$ cat src/rtl/divide_float.sv
// ============================================================================
//  Module   : divide_float
//  Brief    : Multi-cycle IEEE754 single-precision divider (restoring,
//             STEPS_PER_CLK quotient bits per clock). Optional round-to-
//             nearest-even is enabled with the DIVIDE_FLOAT_ROUND_EN macro.
//  Revision : 1.0 - initial release
// ============================================================================
`default_nettype none

module divide_float #(
   parameter int STEPS_PER_CLK = 1
) (
   input  logic        clk,
   input  logic        rst,
   input  logic        dataIn,
   input  logic [31:0] x,
   input  logic [31:0] y,
   output logic        dataOut,
   output logic [31:0] prod,
   output logic        dz,
   output logic        busy
);

   localparam logic [4:0] C_LAST_STEP = 5'(26 / STEPS_PER_CLK - 1);

   typedef enum logic [2:0] {
      S_IDLE  = 3'd0,
      S_CHECK = 3'd1,
      S_DIV   = 3'd2,
      S_NORM  = 3'd3,
      S_DONE  = 3'd4
   } state_t;

   state_t      state_q;
   logic        arm_q;          // previous dataIn sample was low
   logic [31:0] x_q, y_q;
   logic [31:0] res_q, prod_q;
   logic        dzr_q, dz_q, dout_q, busy_q;
   logic [23:0] dvs_q;
   logic [24:0] rem_q, rem_d;
   logic [25:0] quo_q, quo_d;
   logic [4:0]  cnt_q;

   logic [7:0]  ex, ey;
   logic        sign;
   logic        x_nan, y_nan, x_inf, y_inf, x_zero, y_zero;
   logic        spec;
   logic        spec_dz;
   logic [31:0] spec_res;
   logic [22:0] frac, frac_o;
   logic signed [9:0] exp_n;
   logic [31:0] norm_res;

   assign ex     = x_q[30:23];
   assign ey     = y_q[30:23];
   assign sign   = x_q[31] ^ y_q[31];
   assign x_nan  = (&ex) & (|x_q[22:0]);
   assign y_nan  = (&ey) & (|y_q[22:0]);
   assign x_inf  = (&ex) & ~(|x_q[22:0]);
   assign y_inf  = (&ey) & ~(|y_q[22:0]);
   assign x_zero = (ex == 8'd0);
   assign y_zero = (ey == 8'd0);

   always_comb begin
      spec     = 1'b1;
      spec_dz  = 1'b0;
      spec_res = {sign, 31'd0};
      if (x_nan | y_nan | (x_zero & y_zero) | (x_inf & y_inf)) begin
         spec_res = 32'h7FC0_0000;
      end else if (x_inf) begin
         spec_res = {sign, 8'hFF, 23'd0};
      end else if (y_inf | x_zero) begin
         spec_res = {sign, 31'd0};
      end else if (y_zero) begin
         spec_res = {sign, 8'hFF, 23'd0};
         spec_dz  = 1'b1;
      end else begin
         spec     = 1'b0;
      end
   end

   // Restoring division, STEPS_PER_CLK iterations unrolled per clock.
   always_comb begin
      rem_d = rem_q;
      quo_d = quo_q;
      for (int i = 0; i < STEPS_PER_CLK; i++) begin
         if (rem_d >= {1'b0, dvs_q}) begin
            rem_d = rem_d - {1'b0, dvs_q};
            quo_d = {quo_d[24:0], 1'b1};
         end else begin
            quo_d = {quo_d[24:0], 1'b0};
         end
         rem_d = {rem_d[23:0], 1'b0};
      end
   end

`ifdef DIVIDE_FLOAT_ROUND_EN
   logic guard, sticky, carry;
`else
   logic unused_rnd;
   assign unused_rnd = quo_q[0];
`endif

   always_comb begin
      frac  = quo_q[25] ? quo_q[24:2] : quo_q[23:1];
      exp_n = {2'b00, ex} - {2'b00, ey} + (quo_q[25] ? 10'd127 : 10'd126);
`ifdef DIVIDE_FLOAT_ROUND_EN
      guard  = quo_q[25] ? quo_q[1] : quo_q[0];
      sticky = (quo_q[25] & quo_q[0]) | (|rem_q);
      {carry, frac_o} = {1'b0, frac} + {23'd0, guard & (sticky | frac[0])};
      if (carry) begin
         exp_n = exp_n + 10'sd1;
      end
`else
      frac_o = frac;
`endif
      if (exp_n >= 10'sd255) begin
         norm_res = {sign, 8'hFF, 23'd0};
      end else if (exp_n <= 10'sd0) begin
         norm_res = {sign, 31'd0};
      end else begin
         norm_res = {sign, exp_n[7:0], frac_o};
      end
   end

   always_ff @(posedge clk or posedge rst) begin
      if (rst) begin
         state_q <= S_IDLE;
         arm_q   <= 1'b0;
         x_q     <= 32'd0;
         y_q     <= 32'd0;
         res_q   <= 32'd0;
         prod_q  <= 32'd0;
         dzr_q   <= 1'b0;
         dz_q    <= 1'b0;
         dout_q  <= 1'b0;
         busy_q  <= 1'b0;
         dvs_q   <= 24'd0;
         rem_q   <= 25'd0;
         quo_q   <= 26'd0;
         cnt_q   <= 5'd0;
      end else begin
         arm_q <= ~dataIn;
         if (!dataIn) begin
            state_q <= S_IDLE;
            prod_q  <= 32'd0;
            dz_q    <= 1'b0;
            dout_q  <= 1'b0;
            busy_q  <= 1'b0;
         end else begin
            case (state_q)
               S_IDLE: begin
                  if (arm_q) begin
                     x_q     <= x;
                     y_q     <= y;
                     busy_q  <= 1'b1;
                     state_q <= S_CHECK;
                  end
               end
               S_CHECK: begin
                  if (spec) begin
                     res_q   <= spec_res;
                     dzr_q   <= spec_dz;
                     state_q <= S_DONE;
                  end else begin
                     rem_q   <= {2'b01, x_q[22:0]};
                     dvs_q   <= {1'b1, y_q[22:0]};
                     quo_q   <= 26'd0;
                     cnt_q   <= C_LAST_STEP;
                     dzr_q   <= 1'b0;
                     state_q <= S_DIV;
                  end
               end
               S_DIV: begin
                  rem_q <= rem_d;
                  quo_q <= quo_d;
                  cnt_q <= cnt_q - 5'd1;
                  if (cnt_q == 5'd0) begin
                     state_q <= S_NORM;
                  end
               end
               S_NORM: begin
                  res_q   <= norm_res;
                  state_q <= S_DONE;
               end
               S_DONE: begin
                  prod_q <= res_q;
                  dz_q   <= dzr_q;
                  dout_q <= 1'b1;
                  busy_q <= 1'b0;
               end
               default: state_q <= S_IDLE;
            endcase
         end
      end
   end

   assign dataOut = dout_q;
   assign prod    = prod_q;
   assign dz      = dz_q;
   assign busy    = busy_q;

endmodule

`default_nettype wire

$ cat config.mk
export PLATFORM = sky130hd
export DESIGN_NAME = divide_float
export DESIGN_NICKNAME = d
export VERILOG_FILES = /design/src/rtl/divide_float.sv
export SDC_FILE = /design/constraint.sdc
export NUM_CORES = 1
export LEC_CHECK = 0
export ABC_AREA = 0
export BUFFER_PORTS_ARGS = -buffer_cell sky130_fd_sc_hd__buf_2
export CAP_MARGIN = 15
export CORE_MARGIN = 1.5
export CORE_UTILIZATION = 65
export CTS_BUF_LIST = sky130_fd_sc_hd__clkbuf_8
export CTS_CLUSTER_SIZE = 40
export DETAILED_ROUTE_END_ITERATION = 16
export PLACE_DENSITY = 0.89
export SYNTH_ARGS = -nofsm -noshare
export SYNTH_HDL_FRONTEND = slang
export SYNTH_SLANG_ARGS = --single-unit
$ cat constraint.sdc
create_clock -name clk -period 18.75 [get_ports clk]
set_input_delay 2.8125 -clock clk [delete_from_list [all_inputs] [get_ports clk]]
set_output_delay 2.8125 -clock clk [all_outputs]
set_load 0.1 [all_outputs]
==> impl_metrics.tcl <==
set metrics [dict create \
    die_y_microns 135.2 \
    async_flop_share 1.000 \
    finalNetCount 1307 \
    via_per_inst 6.320 \
    irDropWorstVdd_v 0.0001510 \
    synth_flop_cell "dfrtp_1" \
    arrival_ps 4820 \
    crit_fanout 41 \
    rsz0062_at_grt "no" \
    tightestPinTransition_ps 1086 \
    synth_area_per_cell_sq_um 10.24 \
    dp_worst_setup_slack_ps 13820 \
    drv_slew 0 \
    p_leak_nw 5.701 \
    reg2regPathDepth 12 \
    antenna_found_initial 0 \
    clk_path_buf_depth 3 \
    ant_nets 0 \
    wl_met2_microns 12940 \
    finalSetupViolCount 0 \
    max_cap_viol_count 0 \
    path_class "primary input to flip-flop" \
    dp_hpwl_microns 17820 \
    cts_tree "built" \
    grt_pass1_vias 8998 \
    placed_cells 1388 \
    drc 0 \
    skew_ps 24.63 \
    grt_max_degree 142 \
    htreeDepth 2 \
    clock-root-buffer "clkbuf_8" \
    synth_seq_area_share 0.4760 \
    min_from "dvs_q[23]$_DFFE_PP0P_" \
    routed_wl_microns 26450 \
    overflow 0 \
    regToRegStartpoint "x_q[23]$_DFFE_PP0P_" \
    period_needed_ps 4417 \
    synth_edf_count 0 \
    utilization 0.7408 \
    wl_met1_microns 10840 \
    dr.pass1.iters 6 \
    finalHoldViolCount 0 \
    final_common_cell "dfrtp_1" \
    start_util 0.6611 \
    fin_cells 1452 \
    postCtsHoldBufs 0 \
    syn_inst 1109 \
    min_period_over_period 0.2356 \
    rrSetupSlack_ps 14710 \
    rows 48 \
    io_pins 102 \
    hold_depth 1 \
    path_clk_slew_ps 60 \
    dr.max_layer_used "met4" \
    core_sq_um 17180 \
    yosysWarnings 0 \
    fp.dieW_microns 135.2 \
    relSlewSlack 0.2704 \
    gp_congestion 0.9344 \
    dieArea_sq_um 18270 \
    clk_latency_ps 550 \
    ys_ff_latch 216 \
    grt_first_pass_wirelength_microns 44220 \
    power_density_nw_per_um2 173.0 \
    critPathLaunch "dataIn" \
    postLayoutCellArea_sq_um 12720 \
    timing.setup.tns_ps 0 \
    drive_gt1_frac 0.2217 \
    worstSetupEndpointType "flip-flop" \
    layout_common_cells "216 x dfrtp_1, 147 x nand2_1, 101 x buf_2, 89 x a21oi_1" \
    hold_path.class "flip-flop to flip-flop" \
    dpl_cell_area_sq_um 12020 \
    cts.sinks 216 \
    drt_iter0_drc 728 \
    vias 9176 \
    synthToLayoutAreaGrowth_pct 12.05 \
    synth.cell_area_sq_um 11360 \
    post_cts.repair.setup_buffers 0 \
    cts_inserted_buffers 36 \
    post_drt_wl_per_cell_microns 18.22 \
    synth_fp_nets 1214 \
    grt.total_usage 0.3013 \
    critical_path_required_ps 19160 \
    port_buffers 101 \
    wl_met3_microns 1746 \
    max_clock_freq_mhz 226.4 \
    cp-start-kind "primary input" \
    num_antenna_cells 0 \
    setup_ws_ps 14330 \
    synth.distinct_cells 77 \
    cts_resized 0 \
    status "completed" \
]
==> cell usage after synthesis, types with 9 or more instances <==
master,instances,share of area
dfrtp_1,216,0.48
nand2_1,147,0.049
a21oi_1,89,0.039
mux2_2,68,0.067
o21ai_0,61,0.027
nor2_1,58,0.019
inv_1,51,0.017
clkbuf_1,45,0.015
mux2i_1,43,0.038
ha_1,36,0.040
a22o_1,27,0.021
nor4_1,20,0.011
o41ai_2,19,0.027
nand4_1,16,0.0088
nor3_1,16,0.0071
nand3_1,14,0.0062
o22ai_1,14,0.0077
xnor2_1,14,0.011
o21a_1,10,0.0066
xor2_1,10,0.0077
or3_1,9,0.0050
==> worst max-delay path, stage by stage <==
cell,delay [ps]
buf_2,100
inv_2,30
nor2_1,360
nand3_2,620
buf_4,530
mux2_2,340
==> logic make-up after synthesis <==
family	Yosys count	share of synthesized area
and+or+nand+nor	318	0.1297
AOI/OAI and AO/OA	290	0.1835
DFF	216	0.4760
buffers and inverters	111	0.04143
muxes	111	0.1053
adders and majority gates	38	0.04319
xor gates and xnor gates	25	0.02093
==> worst paths after layout <==
kind                                    endpoint
hold reg to reg            dvs_q[23]$_DFFE_PP0P_
max in group asynchronous    x_q[24]$_DFFE_PP0P_
min in group asynchronous        arm_q$_DFF_PP0_
setup / recovery             y_q[25]$_DFFE_PP0P_
setup reg to reg            res_q[4]$_DFFE_PP0P_
hold / removal             dvs_q[23]$_DFFE_PP0P_
==> layout make-up <==
type / count / area (sq um)
timing repair buffer: 113 / 623.1
inverter: 53 / 206.4
multi-input combinational: 782 / 5518
tap: 225 / 281.5
sequential: 216 / 5405
clock buffer: 42 / 578.1
fill: 1207 / 4452
clock inverter: 21 / 112.6
==> through the flow <==
step                power (W)  hold WS [ps]
finish               0.002202         469.4
global route         0.002360         492.9
CTS                  0.002187         471.4
detailed placement   0.001773         458.5
global placement     0.001731         452.8
floorplan            0.001531         438.6
==> flip-flops by register name (all words and copies together), names as in the netlist <==
signal,count
prod,32
res_q,32
x_q,32
y_q,32
quo_q,26
rem_q,25
dvs_q,24
cnt_q,5
state_q,3
arm_q,1
busy,1
dataOut,1
dz,1
dzr_q,1
==> power breakdown <==
| group | internal (W) | switching (W) |
|---|---|---|
| clock network | 0.000217 | 0.000182 |
| registers | 0.000589 | 0.0000957 |
| logic | 0.000447 | 0.000671 |
| total | 0.00125 | 0.000949 |
==> per-layer routing <==
layer / track usage / up-vias
met5: 0 / -
met4: 0.1147 / 0
met3: 0.05013 / 80
met2: 0.5040 / 396
met1: 0.3965 / 4512
li1: - / 4188
(Power assumes the default switching activity.)
